<file path="config.mk">
export PLATFORM = sky130hd
export DESIGN_NAME = fetch_decode_stage
export DESIGN_NICKNAME = d
export VERILOG_FILES = /design/src/rtl/cpu_pkg.sv /design/src/rtl/instr_fields.sv /design/src/rtl/fetch_decode_stage.sv
export SDC_FILE = /design/constraint.sdc
export NUM_CORES = 1
export LEC_CHECK = 0
export BUFFER_PORTS_ARGS = -buffer_cell sky130_fd_sc_hd__buf_2
export CAP_MARGIN = 30
export CORE_MARGIN = 3
export CORE_UTILIZATION = 51
export DETAILED_ROUTE_END_ITERATION = 10
export GPL_TIMING_DRIVEN = 0
export PLACE_DENSITY_LB_ADDON = 0.12
export SETUP_SLACK_MARGIN = 0.2
export SLEW_MARGIN = 15
export SYNTH_ARGS = -nofsm -noshare
export SYNTH_HDL_FRONTEND = slang
export SYNTH_SLANG_ARGS = --single-unit
export TNS_END_PERCENT = 10
</file>
<file path="constraint.sdc">
create_clock -name clk -period 3.9 [get_ports clk]
set_input_delay 0.975 -clock clk [delete_from_list [all_inputs] [get_ports clk]]
set_output_delay 0.975 -clock clk [all_outputs]
set_load 0.02 [all_outputs]
</file>
<file path="src/rtl/cpu_pkg.sv">
// Shared core definitions: fetch FSM states, instruction field positions and
// the sequential PC increment.
package cpu_pkg;

    typedef enum logic [1:0] {
        IDLE  = 2'd0,
        REQ   = 2'd1,
        VALID = 2'd2
    } fetch_state_e;

    localparam int OPCODE_LSB = 0;
    localparam int OPCODE_MSB = 6;
    localparam int RD_LSB     = 7;
    localparam int RD_MSB     = 11;
    localparam int FUNCT3_LSB = 12;
    localparam int FUNCT3_MSB = 14;
    localparam int RS1_LSB    = 15;
    localparam int RS1_MSB    = 19;
    localparam int RS2_LSB    = 20;
    localparam int RS2_MSB    = 24;
    localparam int IMM_LSB    = 20;
    localparam int IMM_MSB    = 31;

    localparam logic [31:0] INSTR_BYTES = 32'd4;

    function automatic logic [31:0] align_word(input logic [31:0] addr);
        return addr & ~32'd3;
    endfunction

endpackage

</file>
<file path="src/rtl/instr_fields.sv">
// Pure combinational slicer of a 32-bit instruction word into its fields;
// shared by every stage that needs decoded register/immediate fields.
module instr_fields
    import cpu_pkg::*;
(
    input  logic [31:0] instr,
    output logic [6:0]  opcode,
    output logic [4:0]  rd,
    output logic [2:0]  funct3,
    output logic [4:0]  rs1,
    output logic [4:0]  rs2,
    output logic [11:0] immediate_out
);

    assign opcode        = instr[OPCODE_MSB:OPCODE_LSB];
    assign rd            = instr[RD_MSB:RD_LSB];
    assign funct3        = instr[FUNCT3_MSB:FUNCT3_LSB];
    assign rs1           = instr[RS1_MSB:RS1_LSB];
    assign rs2           = instr[RS2_MSB:RS2_LSB];
    assign immediate_out = instr[IMM_MSB:IMM_LSB];

endmodule

</file>
<file path="src/rtl/fetch_decode_stage.sv">
// Fetch/decode stage: PC, instruction register and the IDLE/REQ/VALID fetch
// FSM, with stall hold and branch redirect.
module fetch_decode_stage
    import cpu_pkg::*;
#(
    parameter logic [31:0] RESET_PC = 32'h0000_0000
) (
    input  logic         clk,
    input  logic         rst,
    output logic         imem_req,
    output logic [31:0]  imem_addr,
    input  logic         imem_ack,
    input  logic [31:0]  imem_rdata,
    input  logic         stall,
    input  logic         branch_taken,
    input  logic [31:0]  branch_target,
    output logic         instr_valid,
    output logic [31:0]  pc_out,
    output logic [31:0]  instr_out,
    output logic [6:0]   opcode,
    output logic [4:0]   rd,
    output logic [2:0]   funct3,
    output logic [4:0]   rs1,
    output logic [4:0]   rs2,
    output logic [11:0]  immediate_out,
    output fetch_state_e state_dbg
);

    // Handshakes: imem_req/imem_addr hold steady until a cycle with imem_ack=1
    // completes the fetch; ack with imem_req=0 is ignored. Downstream consumes
    // the held instruction on any cycle with instr_valid=1 and stall=0.
    fetch_state_e state;
    logic [31:0]  pc;

    assign imem_addr = pc;
    assign state_dbg = state;

    always_ff @(posedge clk) begin
        if (rst) begin
            state       <= IDLE;
            pc          <= RESET_PC;
            imem_req    <= 1'b0;
            instr_valid <= 1'b0;
            pc_out      <= 32'd0;
            instr_out   <= 32'd0;
        end else if (branch_taken) begin
            // Redirect beats stall and drops any ack arriving in this cycle.
            state       <= REQ;
            pc          <= align_word(branch_target);
            imem_req    <= 1'b1;
            instr_valid <= 1'b0;
        end else begin
            case (state)
                IDLE: begin
                    state    <= REQ;
                    imem_req <= 1'b1;
                end
                REQ: begin
                    if (imem_ack) begin
                        state       <= VALID;
                        instr_out   <= imem_rdata;
                        pc_out      <= pc;
                        pc          <= pc + INSTR_BYTES;
                        imem_req    <= 1'b0;
                        instr_valid <= 1'b1;
                    end
                end
                VALID: begin
                    if (!stall) begin
                        state       <= REQ;
                        imem_req    <= 1'b1;
                        instr_valid <= 1'b0;
                    end
                end
                default: begin
                    state       <= IDLE;
                    imem_req    <= 1'b0;
                    instr_valid <= 1'b0;
                end
            endcase
        end
    end

    instr_fields u_fields (
        .instr         (instr_out),
        .opcode        (opcode),
        .rd            (rd),
        .funct3        (funct3),
        .rs1           (rs1),
        .rs2           (rs2),
        .immediate_out (immediate_out)
    );

endmodule

</file>
# == Word level (Yosys, flattened, before mapping) ==
# Cells that the tools add are included.
# word_totals
ff_bits,100
output_inout_bits,137
in_bits,69
wordCells,41
# op_classes
bitwise_logic,2
n_reduce_logical,10
addsub,1
eq_ne,6
n_mux,14
# ops
operator,count
2-to-1 mux 32 bit,3
"adder 32 x 3 -> 32 bit, second input constant",1
AND reduction 2 bit,4
2-to-1 mux 1 bit,6
"inequality test 3 bit, second input constant",2
case mux 1 bit (3 select lines),2
case mux 2 bit (3 select lines),1
AND reduction 3 bit,2
2-to-1 mux 2 bit,2
"inequality test 2 bit, second input constant",2
nonzero test 2 bit,2
"== test 2 x 1 -> 1 bit, second input constant",1
"== test 2 bit, second input constant",1
zero test 2 bit,1
inverter 1 bit,2
OR reduction 2 bit,1

# == Logic depth before layout (Yosys ltp) ==
# depth
word_depth,4
depth_mapped,6
ltp_nobuf,5

# == Cells and area by module ==
# Synthesis repeated with hierarchy kept, for this count alone.
# hier_totals
cells_unflattened,571
hier_area_um2,4514.3
# by_module_without_submodules
mod,cells_each,area_per_inst_um2,seq_area_each_um2,instances
fetch_decode_stage,534,4236.6,1901.8,1
instr_fields,37,277.8,0.0,1

# == Worst setup path after synthesis ==
# Ideal clock, no wire load.
# synth_timing
kind,in2reg
start,input port imem_ack
end,register pc[17] (netlist: imem_addr[17])
n_path_buf,1
t_arrival_ns,2.093
required_ns,3.826
slack_ns,1.733
cell_stages,5
path_cell_list,nor4bb_1 -> clkbuf_1 -> nand2_1 -> or4_1 -> a31oi_1
# synth_via
elab_chain_cells,2
# synth_rtl
element,line_no,text
from (decl),fetch_decode_stage.sv:12,"input logic imem_ack,"
nonzero test 2 bit (no source line),--,
AND reduction 2 bit (no source line),--,
to (signal assigned),fetch_decode_stage.sv:49,pc <= align_word(branch_target);
to (signal assigned),fetch_decode_stage.sv:63,pc <= pc + INSTR_BYTES;
to (decl),fetch_decode_stage.sv:33,logic [31:0] pc;
# No other way between the ends.
# A chain may end at the register's enable or synchronous reset.

# == Final worst setup path ==
# layout_timing
start,input port branch_taken
end,register pc[13] (netlist: imem_addr[13])
# layout_via
elab_chain_cells,2
word_cells_on_any_way,4
classes_between,mux (1); reduce/logical (3)
# layout_rtl
element,line_no,text
from (decl),fetch_decode_stage.sv:15,"input logic branch_taken,"
nonzero test 2 bit (no source line),--,
AND reduction 2 bit (no source line),--,
# Parallel ways exist; a longest one is shown, timed or not.

==> results.yml <==
sta:
  rsz0062_at_grt: "false"
  worstMarginPinSlew_ps: 566.2
  tns_ps: 0
  slew_viol_final: 0
  fin_crit_sh_pct: 62.80
  hold_slack_ps: 456.1
  fin_crit_ps: 2449
  finalHoldViolCount: 0
  setup_ws_ps: 1451
  clock.fmax_mhz: 408.3
  skew_ps: 14.64
  setup_viol: 0
  slew_headroom_pct: 62.25
synth:
  synth-edff-count: 0
  synth.cell_area_sq_mm: 0.004514
  synth_seq_area_share_pct: 42.13
  synth_ff_type: "dfxtp_1"
  ys_ff_latch: 95
  ys_async_sr_fraction_pct: 0
  syn_avg_cell_area_sq_um: 7.906
  synth_top_area_share_pct: 42.13
  synthCells: 571
  synthTopCellsByArea: "dfxtp_1, nand2_1, a21oi_1"
  yosys_warnings: 0
  yosys.area.top_type: "dfxtp_1"
  synth_cell_types: 57
die:
  dieArea_sq_mm: 0.01002
  coreArea_sq_mm: 0.008423
  ios: 206
  die_width_um: 100.1
  die_h_um: 100.1
  start_util_pct: 53.59
  placementRows: 33
detailed_routing:
  finalWirelength_um: 14070
  via_count: 4901
  antenna_left: 0
  viasPerCell: 5.476
  post_drt_wl_per_cell_um: 15.72
  drc: 0
  first_pass_iters: 6
  first_iter_violations: 274
power:
  switching_share_pct: 28.91
  seqPwrFrac_pct: 51.2
  p_leak_nw: 2.661
  p_clk_share_pct: 33.2
  p_int_w: 0.001462
  power.switching_w: 0.0005946
  vdd_drop_max_uv: 189.1
  power_frac_comb_pct: 15.6
  power_w: 0.002057
  power_density_mw_per_mm2: 350.6
clock_tree:
  cts_setup_buffers: 0
  cts-root-buf: "clkbuf_8"
  clk_latency_ps: 370
  cts.clk_slew.worst_paths_ps: 90
  htreeDepth: 3
  clockBufferDepth: 2
  post_cts_resized: 0
  cts_made_buffers: 9
  postCtsHoldBufs: 0
  clock_sinks: 95
  cts_tree: "done"
global_routing:
  grt_pass1_wl_um: 22430
  grt_start_max_net_pins: 16
  antenna_found_initial: 0
  grt_overflow: 0
  first_global_vias: 4492
  grt_usage_pct: 27.75
critical_path:
  crit_arrival_ps: 2740
  path_common_cell: "buf_1"
  crit_path_end_kind: "register"
  reg2reg_to: "imem_addr[22]$_SDFFE_PP0P_"
  critPathKind: "input pin to register"
  cp_cell_sequence: "buf_2, clkbuf_1, buf_1, buf_1, nand2_1, a21oi_1"
  startpoint: "branch_taken"
  critPathBufInv: 4
  start_kind: "input pin"
  slowest_stage: "buf_1"
  cp_max_fo: 10
  crit_path_max_incr_delay_ps: 480
  critPathTopFamily: "buffers and inverters"
  crit_cells: 6
  critPathCapture: "imem_addr[13]$_SDFFE_PP0P_"
  r2r_slack_ps: 1660
  rr_startpoint: "imem_addr[2]$_SDFFE_PP0P_"
  cp.required_ps: 4190
  rr_worst_depth: 5
finish:
  diodes: 0
  drive_gt1_share_pct: 35.06
  seqCellArea_sq_mm: 0.001902
  nFillCells: 741
  final_common_cell: "buf_2"
  syn_to_final_growth_pct: 29.93
  final_cell_mix: "buf_2, nand2_1, dfxtp_1"
  nets: 855
  instances_no_fill: 895
  multi_input_comb_area_sq_mm: 0.002063
run:
  cap_violations: 0
placement:
  place_ws_ps: 1180
  dp.cells: 878
  gp_congestion: 0.8905
  port_buffers: 199
  dp_hpwl_um: 10600
run_status:
  status: "completed"
worst_hold_path:
  hold_path.class: "register to register"
[worst register-to-register path, cell delays in order, from the launching register on]
cell,delay (ps)
dfxtp_1,500
ha_1,310
nand4_1,230
nor4_2,510
a311oi_1,170
a2111oi_0,400
[worst min path at each step]
stage | endpoint | depth (start not counted) | from | slack [ps]
after floorplan | pc_out[10]$_SDFFE_PP0P_ | 2 | pc_out[10]$_SDFFE_PP0P_ | 530
after global placement | pc_out[31]$_SDFFE_PP0P_ | 2 | pc_out[31]$_SDFFE_PP0P_ | 440
after detailed placement | pc_out[19]$_SDFFE_PP0P_ | 2 | pc_out[19]$_SDFFE_PP0P_ | 450
after CTS | pc_out[2]$_SDFFE_PP0P_ | 2 | pc_out[2]$_SDFFE_PP0P_ | 460
after global routing | pc_out[22]$_SDFFE_PP0P_ | 2 | pc_out[22]$_SDFFE_PP0P_ | 480
final | pc_out[23]$_SDFFE_PP0P_ | 2 | pc_out[23]$_SDFFE_PP0P_ | 460
[cell families (layout without fill, tap and decap cells)]
logic type | after synthesis | in the layout | synth area share, %
DFF | 95 | 95 | 42.13
buffers and inverters | 94 | 310 | 12.42
and+or+nand+nor | 254 | 254 | 27.19
muxes | 1 | 1 | 0.2217
adders and majority gates | 1 | 1 | 0.2771
xor gates and xnor gates | 9 | 9 | 1.746
AOI/OAI and AO/OA | 116 | 116 | 15.94
other | 1 | 4 | 0.08307
[flip-flops by register name, summed over array words and instances (netlist names)]
name         count
instr_out       32
imem_addr       30
pc_out          30
state_dbg        2
instr_valid      1
[metal layers]
metal	global-route usage, %	up-vias	share of wire, %
met1	36.19	2250	41
met2	47.20	256	48
met4	7.772	0	2.3
met3	5.073	32	8.6
met5	0	-	0
li1	-	2363	-
[metrics by stage]
step	area (sq um)	util, %
2_1_floorplan	4526	-
3_3_place_gp	5653	67.11
3_5_place_dp	5653	67.11
4_1_cts	5861	69.58
5_1_grt	5866	69.64
6_report	5866	69.64
[synth_stat cells, drive strengths merged, types with 5 or more instances]
master    n
a31oi     6
o31ai     5
nand3    11
buf      51
and4      5
inv       8
nand2   145
and3      6
a21oi    69
dfxtp    95
a211oi    8
clkbuf   33
nor2     22
nor4      5
nor3     12
or4       6
xor2      5
a311oi   11
nand4    18
nor2b     6
[power by group through the flow]
stage	sequential (W)	clock (W)	combinational [W]
after global routing	0.00106	0.000732	0.000348
after global placement	0.00107	0	0.000313
after floorplan	0.00111	0	0.000154
after detailed placement	0.00107	0	0.000318
final	0.00105	0.000683	0.000320
after CTS	0.00105	0.000689	0.000320
[cell type report]
cell class              instances  area share [%]
plain buffers                  85           8.980
clock buffers                  11           2.581
clock inverters                 5          0.9599
inverters                       9          0.5759
multi-input cells             385           35.17
flip-flops and latches         95           32.42
well taps                     105           2.240
repair buffers                200           17.06
Note: power is estimated with default switching activity, not from simulation.
